$ cat config.mk
export PLATFORM = sky130hd
export DESIGN_NAME = seq_det_param_flat
export DESIGN_NICKNAME = d
export VERILOG_FILES = /design/src/rtl/seq_det_pkg.sv /design/src/rtl/seq_det_param_if.sv /design/src/rtl/seq_match_counter.sv /design/src/rtl/seq_det_param.sv /design/src/flat_wrapper.sv
export SDC_FILE = /design/constraint.sdc
export NUM_CORES = 1
export LEC_CHECK = 0
export CAP_MARGIN = 20
export CORE_MARGIN = 3
export CORE_UTILIZATION = 48
export DETAILED_ROUTE_END_ITERATION = 12
export GPL_TIMING_DRIVEN = 0
export PLACE_DENSITY_LB_ADDON = 0.05
export RECOVER_POWER = 100
export REMOVE_ABC_BUFFERS = 1
export SETUP_SLACK_MARGIN = 0.2
export SYNTH_ARGS = -nofsm -noshare
export SYNTH_HDL_FRONTEND = slang
export SYNTH_SLANG_ARGS = --single-unit
$ cat constraint.sdc
create_clock -name clk -period 3 [get_ports clk]
set_clock_uncertainty 0.2 [all_clocks]
set_input_delay 0.3 -clock clk [delete_from_list [all_inputs] [get_ports clk]]
set_output_delay 0.3 -clock clk [all_outputs]
set_load 0.05 [all_outputs]
$ cat src/rtl/seq_det_pkg.sv
// Shared constants and helpers for the parametrised serial sequence detector.
package seq_det_pkg;

  localparam logic [3:0] DEF_PATTERN = 4'b1011;
  localparam int         DEF_CNT_W   = 8;

  // Width needed to count fill levels 0..len inclusive.
  function automatic int fill_w(input int len);
    return $clog2(len + 1);
  endfunction

endpackage

$ cat src/rtl/seq_det_param_if.sv
// Stream, pattern-load and status signals of seq_det_param, bundled with master/slave views.
interface seq_det_param_if #(
  parameter int LEN   = 4,
  parameter int CNT_W = 8
);

  // PI is consumed on every rising clk edge where in_valid=1 and load=0; there is
  // no backpressure, so the detector accepts one bit per such cycle unconditionally.
  logic             in_valid;
  logic             PI;
  logic             ovl;
  logic             load;
  logic [LEN-1:0]   pat_in;
  logic             cnt_clr;
  logic             PO;
  logic [CNT_W-1:0] match_cnt;
  logic             busy;

  modport master (
    output in_valid, PI, ovl, load, pat_in, cnt_clr,
    input  PO, match_cnt, busy
  );

  modport slave (
    input  in_valid, PI, ovl, load, pat_in, cnt_clr,
    output PO, match_cnt, busy
  );

endinterface

$ cat src/rtl/seq_match_counter.sv
// Saturating up-counter with a synchronous clear that wins over increment.
module seq_match_counter #(
  parameter int W = 8
) (
  input  logic         clk,
  input  logic         reset,
  input  logic         inc,
  input  logic         clr,
  output logic [W-1:0] count
);

  always_ff @(posedge clk or posedge reset) begin
    if (reset) begin
      count <= '0;
    end else if (clr) begin
      count <= '0;
    end else if (inc && (count != {W{1'b1}})) begin
      count <= count + 1'b1;
    end
  end

endmodule

$ cat src/rtl/seq_det_param.sv
// Serial sequence detector with a runtime-loadable LEN-bit pattern, selectable overlap
// and a registered match pulse. Define SEQ_DET_CNT_EN to build the saturating match counter.
module seq_det_param
  import seq_det_pkg::*;
#(
  parameter int             LEN     = 4,
  parameter logic [LEN-1:0] DEF_PAT = LEN'(DEF_PATTERN),
  parameter int             CNT_W   = DEF_CNT_W
) (
  input  logic           clk,
  input  logic           reset,
  seq_det_param_if.slave bus
);

  localparam int FW = fill_w(LEN);
  typedef logic [FW-1:0] fill_t;
  localparam fill_t LEN_F = fill_t'(LEN);

  logic [LEN-1:0] pattern, pattern_d;
  logic [LEN-1:0] history, history_d;
  logic [LEN-1:0] hist_shift;
  fill_t          fill, fill_d, fill_inc;
  logic           po, po_d;
  logic           match;

  always_ff @(posedge clk or posedge reset) begin
    if (reset) begin
      pattern <= DEF_PAT;
      history <= '0;
      fill    <= '0;
      po      <= 1'b0;
    end else begin
      pattern <= pattern_d;
      history <= history_d;
      fill    <= fill_d;
      po      <= po_d;
    end
  end

  // Bits older than the fill level are stale, so a match also needs a full window.
  always_comb begin
    hist_shift = {history[LEN-2:0], bus.PI};
    fill_inc   = (fill == LEN_F) ? LEN_F : fill_t'(fill + 1'b1);
    match      = (hist_shift == pattern) && (fill >= fill_t'(LEN_F - 1'b1));
  end

  always_comb begin
    pattern_d = pattern;
    history_d = history;
    fill_d    = fill;
    po_d      = 1'b0;
    if (bus.load) begin
      pattern_d = bus.pat_in;
      history_d = '0;
      fill_d    = '0;
    end else if (bus.in_valid) begin
      history_d = hist_shift;
      po_d      = match;
      fill_d    = (match && !bus.ovl) ? '0 : fill_inc;
    end
  end

  assign bus.PO   = po;
  assign bus.busy = (fill < LEN_F);

`ifdef SEQ_DET_CNT_EN
  seq_match_counter #(
    .W (CNT_W)
  ) u_match_counter (
    .clk   (clk),
    .reset (reset),
    .inc   (po_d),
    .clr   (bus.cnt_clr),
    .count (bus.match_cnt)
  );
`else
  logic unused_cnt_clr;
  assign unused_cnt_clr = bus.cnt_clr;
  assign bus.match_cnt  = '0;
`endif

endmodule

$ cat src/flat_wrapper.sv
// flat-port wrapper written by rule: the top's interface ports become plain ports
module seq_det_param_flat import seq_det_pkg::*;
#(
  parameter int             LEN     = 4,
  parameter logic [LEN-1:0] DEF_PAT = LEN'(DEF_PATTERN),
  parameter int             CNT_W   = DEF_CNT_W
)
  (clk, reset, bus_in_valid, bus_PI, bus_ovl, bus_load, bus_pat_in, bus_cnt_clr, bus_PO, bus_match_cnt, bus_busy);
  seq_det_param_if #(.LEN(LEN), .CNT_W(CNT_W)) bus_i ();
  input  logic clk;
  input  logic reset;
  input wire logic [$bits(bus_i.in_valid)-1:0] bus_in_valid;
  input wire logic [$bits(bus_i.PI)-1:0] bus_PI;
  input wire logic [$bits(bus_i.ovl)-1:0] bus_ovl;
  input wire logic [$bits(bus_i.load)-1:0] bus_load;
  input wire logic [$bits(bus_i.pat_in)-1:0] bus_pat_in;
  input wire logic [$bits(bus_i.cnt_clr)-1:0] bus_cnt_clr;
  output wire logic [$bits(bus_i.PO)-1:0] bus_PO;
  output wire logic [$bits(bus_i.match_cnt)-1:0] bus_match_cnt;
  output wire logic [$bits(bus_i.busy)-1:0] bus_busy;
  assign bus_i.in_valid = bus_in_valid;
  assign bus_i.PI = bus_PI;
  assign bus_i.ovl = bus_ovl;
  assign bus_i.load = bus_load;
  assign bus_i.pat_in = bus_pat_in;
  assign bus_i.cnt_clr = bus_cnt_clr;
  assign bus_PO = bus_i.PO;
  assign bus_match_cnt = bus_i.match_cnt;
  assign bus_busy = bus_i.busy;
  seq_det_param #(.LEN(LEN), .DEF_PAT(DEF_PAT), .CNT_W(CNT_W)) u_core (.clk(clk), .reset(reset), .bus(bus_i));
endmodule
==> metrics.sh <==
RUN_STATUS='finished, final reports clean'
DRC_VIOLATION_COUNT_AFTER_ROUTING=0
MAXCAPVIOLATIONS=0
VDD_DROP_MAX_mV=0.370
SYNTHESIS.INSTANCES=62
INSERTEDDIODECOUNT=0
NUMBER_OF_DESIGN_RULE_VIOLATIONS_LEFT_BY_THE_FIRST_DETAILED_ROUTER_ITERATION=8
VIAS_PER_CELL=5.06
AVGROUTEDWIREPERCELL_UM=11.3
PLACEMENT_ROWS=12
CRITICAL_PATH_CLASS='reg2out'
PLACE.GP.CONGESTION=0.782
MULTI_INPUT_AREA_SQ_UM=329
SYNTHTOLAYOUTAREAGROWTH_PCT=14.3
CTSLONGESTPATHBUFFERS=2
UNREPAIRED_SETUP_ENDPOINTS_AFTER_GLOBAL_ROUTING='false'
CTS_SETUP_BUFFERS=0
INITIAL_UTILIZATION=0.562
CLKSINKCOUNT=11
FINAL_WORST_PATH_PERIOD_NEED_NS=2.17
FINAL-HOLD-VIOLATION-COUNT=0
SYNTH.YOSYS.SEQ_AREA_SHARE=0.408
DISTINCT_CELL_TYPE_COUNT_AFTER_SYNTHESIS=24
POST_SYNTH.CELL_AREA_AVG_SQ_UM=11.0
CTS_MADE_BUFFERS=3
FMAXACHIEVABLE_MHz=462
TOTAL_POWER_uW=348
NUMBER_OF_GLOBAL_ROUTE_VIAS_BEFORE_REPAIR=395
FLOORPLAN.CORE_AREA_SQ_UM=1220
TIMING_MAX_TRANSITION_VIOLATIONS_FINAL=0
HTREEDEPTH=1
FINAL_NET_COUNT=89
PLACE.DETAILED.HPWL_UM=793
ANTENNA_FOUND_INITIAL=0
DRIVE_ABOVE_1_SHARE=0.176
HOLD_PATH_CLASS='in2async'
DR_TOTAL_VIAS=445
WORST_SETUP_HOLD_PATH_CLK_SLEW_NS=0.07
POSTCTSHOLDBUFS=0
DRT_WL_TOTAL_UM=995
TIGHTESTPINTRANSITION_NS=0.506
MOST_FREQUENT_CELLS_IN_THE_LAYOUT='8 x conb_1, 8 x dfrtp_1, 6 x nor2_1, 6 x clkdlybuf4s50_1'
POST_CTS_RESIZED=0
FINALSETUPTNS_NS=0
MAPPEDNETLISTAREA_SQ_UM=683
LAYOUT.AREA.SEQ_SQ_UM=279
CP-END-KIND='output port'
FLOORPLAN.DIE_AREA_SQ_UM=1910
SETUP.REG_TO_REG.WORST_SLACK_NS=1.24
MAXIMUM_NUMBER_OF_PINS_ON_ONE_NET_BEFORE_GLOBAL_ROUTE_REPAIR=12
GLOBAL_ROUTE.OVERFLOW_TOTAL=0
DRT_PRE_ANTENNA_ITERS=4
MAX_SLEW_MARGIN=0.662
SYNTH.FF_LATCH_COUNT=11
CTSROOTBUFFERMASTER='clkbuf_4'
POWER_LEAKAGE_nW=0.358
SETUP_VIOL=0
CTS_TREE='built'
NUMBER_OF_PORTS_PLACED_ON_THE_DIE_BOUNDARY=21
GRT_PASS1_WL_MM=1.69
CRITICAL_PATH.MAX_FANOUT=5
IO_BUFFERS=11
POST_DP_CELL_AREA_SQ_UM=761
FINAL.PERIOD_UTILIZATION=0.722
CP_DATA_ARRIVAL_TIME_NS=1.67
CELLPOWERDENSITY_nW_PER_UM2=446
NFILLCELLS=100
START_KIND='flop'
INSERTION_DELAY_NS=0.27
CP.REQUIRED_NS=2.50
YOSYS_WARNINGS=0
STDCELL_AREA_SQ_UM=781
FP.DIEW_UM=43.7
GRTUSAGETOTAL=0.120
FINAL_ANTENNA_NET_COUNT=0
DIE_H_UM=43.7
-- cells in the mapped netlist (all sizes together) --
master	n	share of area
ha	3	0.055
a31oi	1	0.0092
conb	1	0.0055
xor2	4	0.051
nor2b	3	0.027
a311oi	2	0.044
nor2	6	0.033
mux2i	3	0.044
and4b	1	0.015
nand2b	1	0.0092
a2bb2oi	1	0.013
dfstp	3	0.12
a2111oi	1	0.015
a21oi	1	0.0073
inv	5	0.027
a211oi	2	0.029
dfrtp	8	0.29
nor3	1	0.024
nand2	1	0.0055
buf	10	0.11
mux2	4	0.066
-- worst max-delay path, stage by stage (launching register included) --
cell,delay [ns]
dfrtp_1,0.43
inv_1,0.09
dlygate4sd3_1,0.87
-- flip-flops by register name (all words and copies together) (netlist names) --
signal and cells:
u_core.fill 3, u_core.history 3, u_core.bus.PO 1, u_core.pattern 4
-- final timing paths --
path	depth (start not counted)	to	from
setup / recovery	2	bus_busy	u_core.fill[2]
hold / removal	2	u_core.bus.PO	reset
setup reg to reg	5	u_core.fill[0]	u_core.fill[0]
hold reg to reg	1	u_core.pattern[2]	u_core.pattern[2]
max in group asynchronous	2	u_core.pattern[0]	reset
min in group clk	1	u_core.pattern[2]	u_core.pattern[2]
-- final cells by class --
type / count / share of cell area
well taps: 14 / 0.0224
flip-flops and latches: 11 / 0.357
repair buffers: 11 / 0.141
inverters: 5 / 0.0240
clock buffers: 4 / 0.0337
multi-input cells: 43 / 0.421
-- power by group --
part / internal [mW] / switching, mW
Sequential: 0.161 / 0.00780
Combinational: 0.0302 / 0.0493
Clock: 0.0515 / 0.0485
-- cells by family (layout without fill, tap and decap cells) --
logic type	Yosys count	count (layout)	share of synthesized area
and+or+nand+nor	13	13	0.114
AOI/OAI and AO/OA	8	8	0.117
buffers and inverters	15	20	0.139
adders and majority gates	3	3	0.0550
DFF	11	11	0.408
xor gates and xnor gates	4	4	0.0513
muxes	7	7	0.110
other	1	8	0.00549
-- stage by stage --
| stage | cells | worst slack [ns] | utilization | hold slack (ns) |
|---|---|---|---|---|
| final | 88 | 0.834 | 0.642 | 0.237 |
| after global routing | 88 | 0.805 | 0.642 | 0.261 |
| after CTS | 88 | 0.880 | 0.647 | 0.120 |
| after detailed placement | 84 | 1.07 | 0.626 | 0.324 |
| after global placement | 84 | 1.08 | 0.626 | 0.313 |
| after floorplan | 59 | 1.23 | - | -0.0497 |
-- metal layers --
layer / vias to the layer above / wire (um) / global-route usage
met4: 0 / 0 / 0.0181
met1: 207 / 471 / 0.151
met2: 19 / 409 / 0.174
li1: 219 / - / -
met5: - / 0 / 0
met3: 0 / 113 / 0.0788
(Power assumes the default switching activity.)
